`src/rtl/seq_mul_add.sv`:
```
// -----------------------------------------------------------------------------
// seq_mul_add
// Sequential shift-add multiplier-accumulator: P = Multiplicand*Multiplier + Addend.
// This is the inverse of the restoring divider. Feeding it Q, Divisor and R
// rebuilds the Dividend, so it is used for divide-check and round-trip checks.
//
// Handshake: when Ready=1 the block is idle and P is valid. Start is sampled
// only in IDLE; a rising clock edge with Start=1 latches all three operands.
// Ready drops for N+1 cycles, and P updates on the edge that raises Ready again.
// A Start that arrives while Ready=0 is dropped and is not queued.
//
// Ports:
//   clk          - system clock, rising edge
//   rst          - asynchronous, active-high reset
//   Start        - operation request, sampled in IDLE only
//   Multiplicand - operand A (N bits), latched on accepted Start
//   Multiplier   - operand B (N bits), latched on accepted Start
//   Addend       - operand C (N bits), latched on accepted Start
//   P            - result (2N bits), held until the next operation completes
//   Ready        - high when idle and P is valid
//
// Configuration macro:
//   MUL_SIGNED_EN - when defined, the operands are two's complement and the
//                   block uses radix-2 Booth recoding. Cycle count is unchanged.
//                   When undefined, the block does plain unsigned shift-add.
// -----------------------------------------------------------------------------
module seq_mul_add #(
   parameter int N = 6
) (
   input  logic           clk,
   input  logic           rst,
   input  logic           Start,
   input  logic [N-1:0]   Multiplicand,
   input  logic [N-1:0]   Multiplier,
   input  logic [N-1:0]   Addend,
   output logic [2*N-1:0] P,
   output logic           Ready
);

   localparam int CW = $clog2(N+1);

   typedef enum logic [1:0] {IDLE, CALC, DONE} state_t;

   state_t          state;
   logic [N-1:0]    areg;       // latched multiplicand
   logic [2*N:0]    acc;        // {carry/sign, hi[N], lo[N]}
   logic [CW-1:0]   cnt;
   logic [2*N:0]    acc_step;   // acc after one add-and-shift step

`ifdef MUL_SIGNED_EN
   logic            q_m1;       // Booth history bit q(-1)
   logic [N:0]      hi_x;       // hi treated as an (N+1)-bit signed value
   logic [N:0]      a_x;        // sign-extended multiplicand
   logic [N:0]      hi_new;

   always_comb begin
      hi_x   = acc[2*N:N];
      a_x    = {areg[N-1], areg};
      hi_new = hi_x;
      case ({acc[0], q_m1})
         2'b10:   hi_new = hi_x - a_x;
         2'b01:   hi_new = hi_x + a_x;
         default: hi_new = hi_x;
      endcase
      // Arithmetic right shift of {hi_new, lo}. The sign bit is replicated.
      acc_step = {hi_new[N], hi_new, acc[N-1:1]};
   end
`else
   logic [N:0]      hi_sum;

   always_comb begin
      // The carry bit is always 0 at the start of a step because the previous
      // shift moved it into hi. So {carry,hi} + Areg equals hi + Areg, and the
      // N+1-bit sum cannot overflow.
      hi_sum = acc[2*N:N];
      if (acc[0]) begin
         hi_sum = acc[2*N:N] + {1'b0, areg};
      end
      // Logical right shift. The carry enters the MSB of hi.
      acc_step = {1'b0, hi_sum, acc[N-1:1]};
   end
`endif

   always_ff @(posedge clk or posedge rst) begin
      if (rst) begin
         state <= IDLE;
         P     <= '0;
         Ready <= 1'b1;
         areg  <= '0;
         acc   <= '0;
         cnt   <= '0;
`ifdef MUL_SIGNED_EN
         q_m1  <= 1'b0;
`endif
      end else begin
         case (state)
            IDLE: begin
               Ready <= 1'b1;
               if (Start) begin
                  areg  <= Multiplicand;
`ifdef MUL_SIGNED_EN
                  // Sign-extend the addend so that a signed C is added.
                  acc   <= {Addend[N-1], Addend, Multiplier};
                  q_m1  <= 1'b0;
`else
                  acc   <= {1'b0, Addend, Multiplier};
`endif
                  cnt   <= '0;
                  Ready <= 1'b0;
                  state <= CALC;
               end
            end
            CALC: begin
               acc <= acc_step;
`ifdef MUL_SIGNED_EN
               q_m1 <= acc[0];
`endif
               cnt <= cnt + CW'(1);
               if (cnt == CW'(N-1)) begin
                  state <= DONE;
               end
            end
            DONE: begin
               // The addend started in hi. After N shifts it sits in the low word.
               P     <= acc[2*N-1:0];
               Ready <= 1'b1;
               state <= IDLE;
            end
            default: begin
               state <= IDLE;
               Ready <= 1'b1;
            end
         endcase
      end
   end

endmodule

```
`config.mk`:
```
export PLATFORM = sky130hd
export DESIGN_NAME = seq_mul_add
export DESIGN_NICKNAME = d
export VERILOG_FILES = /design/src/rtl/seq_mul_add.sv
export SDC_FILE = /design/constraint.sdc
export NUM_CORES = 1
export LEC_CHECK = 0
export CAP_MARGIN = 5
export CORE_MARGIN = 1.5
export CORE_UTILIZATION = 50
export DETAILED_ROUTE_END_ITERATION = 10
export PLACE_DENSITY = 0.79
export RECOVER_POWER = 50
export SLEW_MARGIN = 40
export SYNTH_ARGS = -nofsm -noshare
export SYNTH_HDL_FRONTEND = slang
export SYNTH_SLANG_ARGS = --single-unit
```
`constraint.sdc`:
```
create_clock -name clk -period 1.9 [get_ports clk]
set_input_delay 0.38 -clock clk [delete_from_list [all_inputs] [get_ports clk]]
set_output_delay 0.38 -clock clk [all_outputs]
set_load 0.01 [all_outputs]
```
Word-level counts from Yosys, hierarchy flattened:

Cells that the tools add are included.
Widths: inputs -> output; s select.

* register bits: 37
* bits of input ports: 21
* logic and storage cells: 28

* $add $sub $neg: 2
* equal/unequal tests: 5
* mux-type cells: 10
* reductions and logical operators: 5

Operators with widths (number)
* $pmux 13 s2: 1
* $mux 13: 1
* $add 7x6->7: 1
* $mux 7: 1
* $pmux 3 s2: 1
* $reduce_and 2->1: 3
* $mux 2: 2
* $ne 2x2->1 const B: 2
* $pmux 2 s2: 1
* $add 3x1->3 const B: 1
* $eq 3x3->1 const B: 1
* $mux 3: 1
* $eq 2x1->1 const B: 1
* $eq 2x2->1 const B: 1
* $logic_not 2->1: 1
* $pmux 1 s2: 1
* $reduce_bool 2->1: 1
* $mux 1: 1

Logic depth before layout (Yosys ltp):

* word-level depth: 3
* depth in mapped cells: 6

Worst setup path after synthesis:

Ideal clock, no wire load.

* path kind: reg-to-reg
* start: register acc[6]
* end: register acc[9]
* library setup time: 0.123 ns
* arrival time: 1.524 ns
* data required time: 1.777 ns
* path slack: 0.253 ns
* cell stages (with the launch flop): 7
* path buffers: 0
* clock period less this slack: 1.647 ns
* cells stage by stage: dfrtp_1 ha_1 fa_1 a21o_1 a21oi_1 xor2_1 a21oi_1

* longest elaborated chain between the ends: 3

RTL lines
* start: declaration: line 46 `logic [2*N:0] acc;`
* start signal: assignment: line 106 `acc <= {1'b0, Addend, Multiplier};`
* start signal: assignment: line 114 `acc <= acc_step;`
* $add 7x6->7: line 77 `hi_sum = acc[2*N:N] + {1'b0, areg};`
* $mux 7: line 76 `if (acc[0]) begin`
* $pmux 13 s2: line 96 `case (state)`

No other way between the ends.
A chain may end at the register's enable or synchronous reset.

Final worst setup path:

* start: register Ready
* end: output Ready

RTL lines
* start: declaration: line 37 `output logic Ready`
* start signal: assignment: line 88 `Ready <= 1'b1;`
* start signal: assignment: line 98 `Ready <= 1'b1;`
* start signal: assignment: line 109 `Ready <= 1'b0;`

No word-level cell between the ends.

==> summary.txt <==
Synthesis
  – Synth top area share: 48.8%
  – Yosys top cell by area: dfrtp_1
  – Register bit total from synthesis: 36
  – Synth top area cells: dfrtp_1 49%, mux2_2 11%, ha_1 5.6%, nor2_1 3.1%, a21oi_1 3.1%
  – Post-Syn Area: 1790 sq um
  – Avg Inst Size Synth: 11.1 sq um
  – Ys async rst share: 100%
  – Synth Net Count: 191
  – Yosys cell types: 34
  – Synth Warn #: 0
  – Seq/Total Area, Yosys: 50.3%
  – Number of synthesized flops with an enable pin: 0
  – Synth Instances: 161
  – Post-synth top flop: dfrtp_1

STA
  – Achievable frequency: 0.557 GHz
  – Worst slew pin tran: 874 ps
  – Total negative slack: 0 ps
  – Fin. Hold Viols: 0
  – Final critical-path share of the clock period: 94.4%
  – Clock skew: 4.92 ps
  – RSZ-0062 raised after global routing: no
  – Final setup viols: 0
  – Final min period: 1790 ps
  – Final Max Tran Viols: 0
  – Slew margin rel.: 41.7%
  – Final worst slack: 106 ps

Floorplan
  – Core Rows: 21
  – Core Box Area: 3390 sq um
  – Die area: 3960 sq um
  – Die Span Y: 62.9 um
  – Initial Utilization: 52.9%
  – Ports: 34
  – Die X: 62.9 um

Power
  – Lkg Pwr: 0.993 nW
  – P per Cell Area: 1720 nW/um^2
  – Max IR drop VDD: 821 uV

Worst setup path
  – Slowest stage delay, CP: 550 ps
  – Crit-path cells: clkdlybuf4s50_1
  – CP Max Fanout: 2
  – Critical path arrival: 1410 ps
  – Slowest CP cell: dfstp_2
  – CP startpoint kind: flop
  – Data required, critical path: 1520 ps
  – Nature of the critical path endpoint: output port
  – Delay-heaviest family, CP: flip-flops
  – Crit path buf inv count: 1
  – Setup CP Type: flop to output port

Placement
  – Hpwl dp: 2750 um
  – Dpl cells: 240
  – Port Buffer Count: 33
  – Routability Congestion: 0.885
  – Pre-CTS setup slack: 52.9 ps

Route
  – Final wirelength: 3740 um
  – Initial DRT Pass Iterations: 4
  – WL/cell: 15.1 um
  – Vias/cell: 5.44
  – Initial DRC count: 101
  – DRC: 0
  – Vias: 1,350
  – Antenna viol nets, final: 0

Clock network
  – Cts hold-fix bufs: 0
  – Clock transition at the registers of the reported paths: 110 ps
  – CTS buffer count: 5
  – CTS tree: built
  – Clk sinks: 36
  – H-tree levels: 2
  – Root buf cell: clkbuf_4
  – Post_cts resized: 0
  – Clock latency on the worst-skew pair: 340 ps
  – CTS Buffer Depth: 2
  – Post-CTS setup repair buffer count: 0

Run status
  – Status: finished, final reports clean

GRT
  – Largest net degree at the start of global routing: 37
  – GRT Resource Usage Total: 21.0%
  – Global-route wire length before repair: 6430 um
  – Initial antenna violation count: 0
  – Total gr overflow: 0
  – Vias in the first global route: 1,371

Job
  – Max-cap violation count: 0

Finish
  – Ratio of cells with drive above 1 in the final layout: 18.8%
  – Final nets: 231
  – Syn-to-layout area delta: 26.4%
  – Non-filler cells, final: 248
  – Ant diodes: 0
  – Multi-input gate area: 847 sq um
  – FILL cells: 249
  – Sequential Area: 902 sq um

Min path
  – Worst Hold Class: flop to flop
==> metal layers <==
layer / part of all wire (%) / wire, um / GRT usage [%]
met1: 46 / 1710 / 26.2
met2: 48 / 1790 / 35.6
met3: 4.4 / 163 / 5.23
met4: 1.9 / 70 / 6.67
met5: 0 / 0 / 0
==> state kept, by name (all words and copies together), names as in the netlist <==
signal  flops
areg        6
acc        12
cnt         3
state       2
P          12
Ready       1
==> cell usage in the layout, fill, tap and decap left out, types with 2 or more instances in the layout <==
master	count
o21ai_0	8
xor2_1	3
a211oi_1	2
mux2i_1	4
clkinv_2	2
clkdlybuf4s50_1	32
a21oi_1	11
nor2b_1	5
nand2b_1	2
nor2_1	15
ha_1	8
clkbuf_4	5
a22oi_1	7
mux2_2	18
buf_4	4
a21o_1	2
inv_1	3
dfrtp_1	35
nand2_1	11
o22ai_1	5
==> final timing paths <==
path,slack (ps),end,depth (start not counted),startpoint
max,110,Ready,1,Ready$_DFFE_PP1N_
min,510,Ready$_DFFE_PP1N_,2,Ready$_DFFE_PP1N_
max reg2reg,130,acc[9]$_DFFE_PP0P_,6,acc[6]$_DFFE_PP0P_
min reg2reg,510,Ready$_DFFE_PP1N_,2,Ready$_DFFE_PP1N_
max in group asynchronous,620,areg[5]$_DFFE_PP0P_,3,rst
min in group asynchronous,730,P[0]$_DFFE_PP0N_,3,rst
==> metrics by stage <==
stage          power, mW  instance area, sq um  hold WS (ps)  util (%)
2_1_floorplan       2.77                  1790           466         -
3_3_place_gp        3.32                  2210           486      65.1
3_5_place_dp        3.45                  2210           491      65.1
4_1_cts             3.89                  2270           448      66.9
5_1_grt             4.22                  2270           522      66.9
6_report            3.90                  2270           510      66.9
==> cells in the mapped netlist (all sizes together) (2+ instances only) <==
cell,count
ha,8
a211oi,3
mux2i,4
nor2b,6
dfrtp,35
a21o,2
nor2,15
mux2,18
clkbuf,2
nand2b,2
o22ai,5
inv,3
xor2,3
nand2,11
o21ai,8
a21oi,11
a22oi,7
buf,5
==> logic make-up after synthesis <==
group | synth area share [%]
mux | 13.5
buf+inv | 2.93
compound gates | 13.0
fa+ha+maj | 6.69
flops | 50.3
simple gates | 11.6
xor+xnor | 1.95
==> where the power goes <==
part           internal (mW)  total [mW]  switching [mW]
Combinational           1.04        2.00           0.963
Sequential              1.15        1.47           0.321
Clock                  0.176       0.426           0.250
==> cell type report <==
class / instances / share of cell area, %
Tap cell: 46 / 2.54
Multi-Input combinational cell: 115 / 37.3
Sequential cell: 36 / 39.8
Clock inverter: 2 / 0.441
Inverter: 3 / 0.496
Clock buffer: 6 / 2.26
Timing Repair Buffer: 40 / 17.2
Note: power is estimated with default switching activity, not from simulation.
